===== src/rtl/fetch_unit.sv =====
// Instruction fetch front end: drives the instruction-memory address, buffers
// {pc, instr} pairs in a small FIFO and hands them to decode over valid/ready.
module fetch_unit #(
    parameter logic [31:0] RESET_PC   = 32'h0000_0000,
    parameter int          FIFO_DEPTH = 2,
    parameter logic [31:0] NOP_INSTR  = 32'h0000_0013
) (
    input  logic                          clk,
    input  logic                          reset_n,
    output logic [31:0]                   imem_addr_o,
    input  logic [31:0]                   imem_data_i,
    input  logic                          redirect_i,
    input  logic [31:0]                   redirect_pc_i,
    input  logic                          halt_i,
    output logic                          if_valid_o,
    input  logic                          if_ready_i,
    output logic [31:0]                   if_pc_o,
    output logic [31:0]                   if_instr_o,
    output logic [$clog2(FIFO_DEPTH):0]   fifo_count_o
);

    localparam int AW = $clog2(FIFO_DEPTH);
    localparam int CW = $clog2(FIFO_DEPTH) + 1;

    typedef enum logic [1:0] {
        S_BOOT = 2'd0,
        S_RUN  = 2'd1,
        S_HALT = 2'd2
    } state_t;

    state_t        state_r;
    logic [31:0]   fetch_pc_r;
    logic [31:0]   fifo_pc_r    [FIFO_DEPTH];
    logic [31:0]   fifo_instr_r [FIFO_DEPTH];
    logic [AW-1:0] rd_ptr_r;
    logic [AW-1:0] wr_ptr_r;
    logic [CW-1:0] count_r;

    logic          empty_s;
    logic          full_s;
    logic          valid_s;
    logic          pop_s;
    logic          push_s;
    logic [31:0]   redirect_target_s;
    logic          unused_s;

    // Word-aligned target; the low address bits of a redirect carry no meaning.
    assign redirect_target_s = {redirect_pc_i[31:2], 2'b00};
    assign unused_s          = ^redirect_pc_i[1:0];

    // Handshake and FIFO control decode.
    always_comb begin
        empty_s = (count_r == {CW{1'b0}});
        full_s  = (count_r == CW'(FIFO_DEPTH));
        valid_s = ~empty_s & ~redirect_i;
        pop_s   = valid_s & if_ready_i & ~redirect_i;
        push_s  = (state_r == S_RUN) & ~halt_i & ~redirect_i & (~full_s | pop_s);
    end

    // Decode-facing outputs; a bubble presents a NOP at pc 0.
    always_comb begin
        if_valid_o   = valid_s;
        imem_addr_o  = fetch_pc_r;
        fifo_count_o = count_r;
        if (valid_s) begin
            if_pc_o    = fifo_pc_r[rd_ptr_r];
            if_instr_o = fifo_instr_r[rd_ptr_r];
        end else begin
            if_pc_o    = 32'h0000_0000;
            if_instr_o = NOP_INSTR;
        end
    end

    // Fetch sequencing FSM: one idle boot cycle, then run or halt.
    always_ff @(posedge clk or negedge reset_n) begin
        if (!reset_n) begin
            state_r <= S_BOOT;
        end else begin
            case (state_r)
                S_BOOT:  state_r <= halt_i ? S_HALT : S_RUN;
                S_RUN:   if (halt_i && !redirect_i) state_r <= S_HALT;
                S_HALT:  if (!halt_i && !redirect_i) state_r <= S_RUN;
                default: state_r <= S_BOOT;
            endcase
        end
    end

    // Fetch pointer, FIFO pointers and occupancy; a redirect flushes everything.
    always_ff @(posedge clk or negedge reset_n) begin
        if (!reset_n) begin
            fetch_pc_r <= RESET_PC;
            rd_ptr_r   <= {AW{1'b0}};
            wr_ptr_r   <= {AW{1'b0}};
            count_r    <= {CW{1'b0}};
        end else if (redirect_i) begin
            fetch_pc_r <= redirect_target_s;
            rd_ptr_r   <= {AW{1'b0}};
            wr_ptr_r   <= {AW{1'b0}};
            count_r    <= {CW{1'b0}};
        end else begin
            if (pop_s) begin
                rd_ptr_r <= rd_ptr_r + AW'(1);
            end
            if (push_s) begin
                wr_ptr_r   <= wr_ptr_r + AW'(1);
                fetch_pc_r <= fetch_pc_r + 32'd4;
            end
            case ({push_s, pop_s})
                2'b10:   count_r <= count_r + CW'(1);
                2'b01:   count_r <= count_r - CW'(1);
                default: count_r <= count_r;
            endcase
        end
    end

    // FIFO storage; when full with a pop, the tail slot is the one being vacated.
    always_ff @(posedge clk or negedge reset_n) begin
        if (!reset_n) begin
            for (int i = 0; i < FIFO_DEPTH; i++) begin
                fifo_pc_r[i]    <= 32'h0000_0000;
                fifo_instr_r[i] <= NOP_INSTR;
            end
        end else if (push_s) begin
            fifo_pc_r[wr_ptr_r]    <= fetch_pc_r;
            fifo_instr_r[wr_ptr_r] <= imem_data_i;
        end
    end

endmodule

===== config.mk =====
export PLATFORM = sky130hd
export DESIGN_NAME = fetch_unit
export DESIGN_NICKNAME = d
export VERILOG_FILES = /design/src/rtl/fetch_unit.sv
export SDC_FILE = /design/constraint.sdc
export NUM_CORES = 1
export LEC_CHECK = 0
export ABC_AREA = 1
export CORE_MARGIN = 2
export CORE_UTILIZATION = 25
export DETAILED_ROUTE_END_ITERATION = 10
export MAX_ROUTING_LAYER = met4
export PLACE_DENSITY = 0.5
export SLEW_MARGIN = 0
export SYNTH_ARGS = -nofsm -noshare
export SYNTH_HDL_FRONTEND = slang
export SYNTH_SLANG_ARGS = --single-unit

===== constraint.sdc =====
create_clock -name clk -period 1.9 [get_ports clk]
set_clock_uncertainty 0.05 [all_clocks]
set_input_delay 0.475 -clock clk [delete_from_list [all_inputs] [get_ports clk]]
set_output_delay 0.475 -clock clk [all_outputs]
set_load 0.02 [all_outputs]

* Word-level counts from Yosys, hierarchy flattened
Cells that the tools add are included.
W data, S select, Z words.
** Word-level totals
- Flip-flop bits (word level) :: 166
- Bits of input ports :: 69
- Output and inout port bits :: 99
- Logic and storage cells :: 72
** Cells by class
- $add $sub $neg :: 5
- Order comparisons :: 3
- Equality and inequality tests :: 7
- Mux-type cells :: 24
- Bitwise gates (word level) :: 13
- Reductions and logical operators :: 11
** Operators with widths (number)
- $mux W32 :: 11
- $bwmux W64 :: 2
- $add A32 B3 Y32 const B :: 1
- $demux W32 S1 :: 1
- $mux W2 :: 4
- $and A1 B1 Y1 :: 6
- $eq A2 B2 Y1 const B :: 3
- $pmux W2 S3 :: 1
- $eq A2 B1 Y1 const B :: 2
- $ge A2 B2 Y1 const B :: 2
- $logic_not A2 Y1 :: 2
- $mux W1 :: 4
- $not A1 Y1 :: 4
- $not A1 Y2 :: 2
- $pmux W2 S2 :: 1
- $reduce_bool A2 Y1 :: 2
- $logic_and A1 B1 Y1 :: 3
- $reduce_bool A3 Y1 :: 1
- $add A1 B1 Y1 const B :: 2
- $add A2 B1 Y2 const B :: 1
- $logic_not A1 Y1 :: 2
- $lt A2 B1 Y1 const B :: 1
- $ne A2 B1 Y1 const B :: 1
- $ne A2 B2 Y1 const B :: 1
- 3 further kinds :: 3

* Longest topological paths before layout
Gate-level depths: netlist (run 1).
- Depth in word-level cells :: 10
- Depth in mapped cells :: 11
- Gate-level depth less buffers :: 10

* Worst setup path before layout (run 1)
OpenSTA, ideal clock, no wires.
- Path type :: input to output
- From :: input port redirect_i
- To :: output port if_instr_o[0]
- Arrival time :: 1584 ps
- Required time :: 1375 ps
- Path slack :: -209 ps
- Cell stages on the path :: 6
- Buffers on the path :: 2
- Path through :: buf_2 -> inv_6 -> nand2_1 -> inv_2 -> clkbuf_1 -> o211ai_1
** On the way
- Longest elaborated chain between the ends :: 3
** Ends and longest elaborated chain
- from (decl) :: RTL line 12 : input logic redirect_i,
- $not A1 Y1 :: RTL line 55 : valid_s = ~empty_s & ~redirect_i;
- $and A1 B1 Y1 :: RTL line 55
- via if_valid_o :: RTL line 15 : output logic if_valid_o,
- $mux W32 :: RTL line 65 : if (valid_s) begin
- to (decl) :: RTL line 18 : output logic [31:0] if_instr_o,
The timed path passes the listed nets, and every way through them passes these cells.

* Worst setup path in the final report (run 1)
- From :: register rd_ptr_r
- To :: output port if_pc_o[31]
** On the way
- Longest elaborated chain between the ends :: 5
** Ends and longest elaborated chain
- from (decl) :: RTL line 35 : logic [AW-1:0] rd_ptr_r;
- from (signal assigned) :: RTL line 92 : rd_ptr_r <= {AW{1'b0}};
- from (signal assigned) :: RTL line 97 : rd_ptr_r <= {AW{1'b0}};
- from (signal assigned) :: RTL line 102 : rd_ptr_r <= rd_ptr_r + AW'(1);
- $not A1 Y2 (implied by the code) :: RTL line 66 : if_pc_o = fifo_pc_r[rd_ptr_r];
- $mux W32 (implied by the code) (3 in a row) :: RTL line 66
- $mux W32 :: RTL line 65
- to (decl) :: RTL line 17 : output logic [31:0] if_pc_o,
No other way between the ends. The select of a mux whose other input is x is not followed.

==> results.py, run 1 <==
metrics = {
    "yosys": {
        "synth_common_cells": "nand2_1 (399), dfrtp_1 (154), inv_1 (151)",
        "post-synth-top-count-cell": "nand2_1",
        "yosys-top-cells-area": "dfrtp_1 (46%), nand2_1 (18%), mux2_2 (7.9%), inv_1 (6.7%), o21ai_1 (6.4%)",
        "synth_xor_area_share_pct": 0.5181,
        "synthCells": 1097,
        "synth_ff_type": "dfrtp_1",
        "ys_ff_latch": 160,
        "synth_compound_area_share_pct": 8.925,
        "synth_edf_count": 0,
        "synth.distinct_cells": 30,
        "synthSimpleGateAreaFrac_pct": 24.16,
        "muxShareOfSynthArea_pct": 7.860,
        "synth_top_area_share_pct": 45.59,
        "yosysTopAreaCell": "dfrtp_1",
        "syn_avg_cell_area_um2": 7.706,
        "synth.cell_area_um2": 8453,
        "yosys_warnings": 0,
        "synth-adder-area-share_pct": 0.1480,
        "ys_seq_area_share_pct": 47.45,
        "ys_async_sr_fraction_pct": 100.0,
        "synth_top_family_by_area": "simple AND/OR/NAND/NOR gates",
    },
    "setup_path": {
        "timing.reg2reg.worst_path_depth": 11,
        "crit_path_start_kind": "register",
        "critPathMaxFanout": 6,
        "arrival_ns": 1.84,
        "rrSetupSlack_ns": 0,
        "path_common_cell": "buf_6",
        "cpLargestDelayFamily": "flip-flops",
        "timing.rr.end": "fifo_pc_r[21]",
        "crit_start": "rd_ptr_r",
        "end_kind": "output port",
        "worstPathCellList": "buf_6, buf_16, mux2_4, nand2_2, inv_2, buf_6",
        "worstPathRequired_ns": 1.37,
        "path_class": "register to output port",
        "crit_path_max_incr_delay_ns": 0.55,
        "r2r_start": "fifo_count_o[1]",
        "crit_slowest_cell": "dfrtp_4",
        "critPathBufInv": 4,
    },
    "clock_tree": {
        "cts.sinks": 160,
        "h-tree-depth": 4,
        "clockBufferDepth": 2,
        "clk-insertion-delay-late_ns": 0.42,
        "path_clk_slew_ns": 0.06,
        "cts_tree": "yes",
        "cts_buffers": 17,
        "clockRootBuffer": "clkbuf_16",
    },
    "drt": {
        "antenna_left": 0,
        "drt_pass1_iterations": 5,
        "via_per_inst": 4.277,
        "vias": 7570,
        "drc": 0,
        "drtIter0Drc": 441,
        "wl_per_cell_um": 15.45,
        "routed_wl_um": 27340,
    },
    "global_route": {
        "grt_util_all_layers_pct": 15.68,
        "grt_use_met3_pct": 2.321,
        "busiest_layer": "met2",
        "overflow": 0,
        "grt_antenna_before_repair": 0,
        "met1_usage_pct": 21.86,
        "met2_usage_pct": 24.20,
        "grt_pass1_wl_um": 41930,
        "grt_max_degree": 66,
        "grt_pass1_vias": 7407,
    },
    "floorplan": {
        "core_area_um2": 33450,
        "start_util_pct": 25.27,
        "rows": 67,
        "die_y_um": 187.9,
        "design.die.area_um2": 35300,
        "fp.dieW_um": 187.9,
        "pin_count": 168,
    },
    "timing": {
        "finalHoldViolCount": 0,
        "finalCriticalPeriod_ns": 2.364,
        "setup_viol": 63,
        "report.final.slew_viol_count": 0,
        "max_freq_mhz": 423.0,
        "fin_ws_ns": -0.4643,
        "holdWs_ns": 0.4126,
        "rsz0062_at_grt": "yes",
        "post-route-period-util_pct": 124.4,
    },
    "pwr": {
        "power.leakage_nw": 6.341,
        "p_total_w": 0.01573,
        "powerDensity_nw_per_um2": 1255,
        "irDropWorstVdd_mv": 0.7089,
    },
    "status": {
        "violations": "setup timing",
        "status": "complete, but fails checks",
    },
    "final_layout": {
        "diodes": 0,
        "fin_nets": 1381,
        "drive_gt1_share_pct": 27.99,
        "fin_util_pct": 37.49,
        "syn2layout_area_growth_pct": 48.33,
        "finalNonFillerCells": 1770,
    },
    "place": {
        "place_congestion": 0.9144,
        "placed_cells": 1709,
        "portBuffers": 161,
        "hpwl_um": 17770,
        "post-place-ws_ns": -0.8679,
    },
    "min_path": {
        "holdCritPathClass": "input port to async pin",
    },
    "job": {
        "cap_violations": 0,
    },
}
-- final cells by class --
cell class | count | area, um^2
tap | 448 | 560.5
timing repair buffer | 246 | 2778
inverter | 156 | 608.1
timing repair inverter | 1 | 6.256
multi-input combinational | 729 | 3968
sequential | 160 | 4018
clock buffer | 20 | 436.7
fill | 3497 | 20910
clock inverter | 10 | 163.9
-- worst max-delay path by stage --
stage / to / slack [ns] / cells past startpoint
2_1_floorplan: if_instr_o[0] / 0.01 / 6
3_3_place_gp: if_pc_o[18] / -0.88 / 8
3_5_place_dp: if_pc_o[18] / -0.87 / 8
4_1_cts: if_pc_o[15] / -0.50 / 6
5_1_grt: if_instr_o[19] / -0.52 / 6
6_report: if_pc_o[31] / -0.46 / 6
-- cells in the final DEF (no fill, tap or decap), types with 3 or more instances in the layout --
cell,Yosys,final
buf_12,0,19
buf_16,0,6
buf_4,10,47
buf_6,10,69
bufinv_16,0,4
clkbuf_1,16,3
clkbuf_16,0,21
clkdlybuf4s50_1,0,64
clkinv_4,0,4
conb_1,1,4
dfrtp_1,154,151
dfstp_2,6,6
dlygate4sd2_1,0,33
inv_1,151,105
inv_2,4,48
mux2_2,59,8
mux2_4,0,51
nand2_1,399,348
nand2_2,3,49
nand2_4,0,3
nand3_1,55,55
nand4_1,3,3
nor2_1,52,51
o211ai_1,3,3
o21ai_0,25,20
o21ai_1,108,100
o21ai_2,2,15
xor2_1,5,5
-- layer usage --
layer / vias to the layer above / share of wire (%)
li1: 3836 / -
met1: 3552 / 50
met2: 165 / 46
met3: 17 / 2.9
met4: 0 / 1.0
met5: - / 0
-- power breakdown --
part           switching (W)  internal (W)
clock network        0.00143       0.00219
registers           0.000811       0.00478
logic                0.00318       0.00333
-- timing repair --
item,4_1_cts,5_1_grt
hold endpoints to repair,11,0
pin swaps,6,6
hold buffers,1,0
endpoints found under the setup margin,198,97
resized for setup,494,128
cloned,9,6
setup buffers,11,7
-- metrics by stage --
stage / area, um^2 / setup TNS (ns)
final: 12540 / -23.77
after global routing: 12540 / -30.84
after CTS: 12130 / -27.12
after detailed placement: 10880 / -122.21
after global placement: 10880 / -120.74
after floorplan: 8466 / 0
-- kinds of logic after synthesis --
| logic type | Yosys count |
|---|---|
| simple gates | 516 |
| buf+inv | 211 |
| flops | 160 |
| compound gates | 144 |
| mux | 59 |
| xor+xnor | 5 |
| fa+ha+maj | 1 |
| other cells | 1 |
-- flip-flops by register name, indices dropped and copies added (netlist names) --
name / flops
fifo_instr_r: 64
fifo_pc_r: 60
imem_addr_o: 30
fifo_count_o: 2
state_r: 2
rd_ptr_r: 1
wr_ptr_r: 1
No activity file was read; power rests on OpenSTA's default activity.
==> inputs of run 2 (changes only) <==
PLACE_DENSITY = 0.49   (was 0.5)
clock period = 3 ns   (was 1.9 ns; I/O delays follow)
==> run 2 against run 1 <==
Against the previous run: the flow now finishes without violations; clock power is 38% lower; sequential share of layout area is 4.2 points higher; sequential cell count stayed put; clock-buffer cell count is 3 lower; via count is 5.1% lower; total power is 45% lower; non-clock buffer count is 63 lower; global-route usage is 1.1 points lower; critical path type unchanged; largest cell class unchanged.
==> results.py, run 2 (same netlist as run 1, synthesis figures left out) <==
metrics = {
    "setup_path": {
        "end_kind": "output port",
        "path_common_cell": "nand2_1",
        "r2r_start": "imem_addr_o[2]",
        "crit_path_max_incr_delay_ns": 0.46,
        "arrival_ns": 1.96,
        "rrSetupSlack_ns": 0.74,
        "cpLargestDelayFamily": "buffers and inverters",
        "timing.rr.end": "imem_addr_o[28]",
        "critPathMaxFanout": 26,
        "worstPathRequired_ns": 2.20,
        "crit_slowest_cell": "dfrtp_1",
        "timing.reg2reg.worst_path_depth": 10,
        "worstPathCellList": "inv_2, nand2_1, nand2_1, inv_4, buf_12, nand2_1, inv_1, dlygate4sd2_1",
        "path_class": "register to output port",
        "crit_path_start_kind": "register",
        "critPathBufInv": 5,
    },
    "timing": {
        "finalHoldViolCount": 0,
        "max_freq_mhz": 362.1,
        "setup_viol": 0,
        "finalCriticalPeriod_ns": 2.762,
        "fin_ws_ns": 0.2384,
        "report.final.slew_viol_count": 0,
        "post-route-period-util_pct": 92.05,
        "rsz0062_at_grt": "no",
        "holdWs_ns": 0.2016,
    },
    "floorplan": {
        "pin_count": 168,
        "die_y_um": 187.9,
        "fp.dieW_um": 187.9,
        "start_util_pct": 25.27,
        "design.die.area_um2": 35300,
        "rows": 67,
        "core_area_um2": 33450,
    },
    "final_layout": {
        "syn2layout_area_growth_pct": 31.07,
        "fin_nets": 1317,
        "multi_input_area_um2": 3542,
        "drive_gt1_share_pct": 13.02,
        "seqCellArea_um2": 4013,
        "diodes": 0,
        "fill_cells": 3609,
        "layout_common_cells": "nand2_1 (399), dfrtp_1 (153), inv_1 (151), o21ai_1 (108), clkdlybuf4s50_1 (96)",
        "largest_register_ffs": 64,
        "final_common_cell": "nand2_1",
        "top_register": "fifo_instr_r",
    },
    "clock_tree": {
        "cts_hold_buf": 0,
        "clockRootBuffer": "clkbuf_16",
        "h-tree-depth": 4,
        "post_cts_buffers": 0,
        "cts_buffers": 17,
        "path_clk_slew_ns": 0.07,
        "cts_tree": "yes",
        "clk-insertion-delay-late_ns": 0.42,
        "clockBufferDepth": 2,
        "cts.sinks": 160,
    },
    "place": {
        "hpwl_um": 17800,
        "post-place-ws_ns": -0.3452,
        "place_congestion": 0.8543,
        "portBuffers": 161,
    },
    "drt": {
        "vias": 7181,
        "via_per_inst": 4.204,
        "routed_wl_um": 24320,
        "drc": 0,
        "drt_pass1_iterations": 4,
        "drtIter0Drc": 351,
        "wl_per_cell_um": 14.24,
        "antenna_left": 0,
    },
    "job": {
        "cap_violations": 0,
    },
    "pwr": {
        "irDropWorstVdd_mv": 0.3857,
        "powerDensity_nw_per_um2": 787.1,
        "power.leakage_nw": 5.706,
    },
    "global_route": {
        "grt_util_all_layers_pct": 14.61,
        "grt_pass1_wl_um": 39760,
        "grt_pass1_vias": 7228,
        "overflow": 0,
        "grt_max_degree": 45,
        "grt_antenna_before_repair": 0,
    },
    "status": {
        "status": "completed",
    },
    "min_path": {
        "holdCritPathClass": "input port to async pin",
    },
}
[run 2: timing repair]
item | 4_1_cts | 5_1_grt
hold endpoints to repair | 0 | 0
endpoints found under the setup margin | 62 | 60
cloned | 0 | 0
gates resized for setup | 86 | 52
[run 2: per-layer routing]
layer | wire length (um) | track usage (%) | vias up
li1 | - | - | 3720
met1 | 12090 | 19.67 | 3282
met2 | 10900 | 22.52 | 160
met3 | 813 | 2.639 | 19
met4 | 512 | 4.088 | 0
met5 | 0 | - | -
[run 2: final cells by class]
| cell class | instances | area share, % |
|---|---|---|
| tap | 448 | 5.059 |
| clock inverter | 15 | 1.558 |
| multi-input combinational | 729 | 31.97 |
| sequential | 160 | 36.22 |
| clock buffer | 17 | 3.840 |
| timing repair buffer | 183 | 16.00 |
| inverter | 156 | 5.353 |
[run 2: worst max path at each step]
stage,from,to,slack [ns],cells past startpoint
2_1_floorplan,redirect_i,if_instr_o[0],0.34,6
3_3_place_gp,redirect_i,if_pc_o[29],-0.34,8
3_5_place_dp,redirect_i,if_pc_o[27],-0.35,8
4_1_cts,redirect_i,if_instr_o[22],0.002,8
5_1_grt,fifo_count_o[0],if_pc_o[16],0.09,8
6_report,fifo_count_o[0],if_instr_o[21],0.24,8
[run 2: power breakdown]
group	total (W)	switching, W	leakage (nW)	internal (W)
logic	0.00295	0.00160	3.37	0.00135
clock network	0.00224	0.000981	0.295	0.00126
registers	0.00353	0.000508	2.04	0.00302
[run 2: worst reg2reg max path: stages, from the launching register on]
cell and delay, ns:
dfrtp_1 0.52, ha_1 0.36, nand3_1 0.21, inv_1 0.20, nand2_1 0.15, nor2_1 0.37, nand2_1 0.10, nand2_1 0.07
nand2_1 0.04, nand2_1 0.06, nand2_1 0.04
[run 2: metrics by stage]
stage | TNS (ns) | area [um^2] | utilization, % | instances | power, W
3_5_place_dp | -17.25 | 10620 | 31.75 | 1676 | 0.006676
5_1_grt | 0 | 11080 | 33.12 | 1708 | 0.009402
6_report | 0 | 11080 | 33.12 | 1708 | 0.008720
3_3_place_gp | -17.37 | 10620 | 31.75 | 1676 | 0.006632
2_1_floorplan | 0 | 8464 | - | 1100 | 0.005449
4_1_cts | 0 | 11180 | 33.41 | 1708 | 0.008904
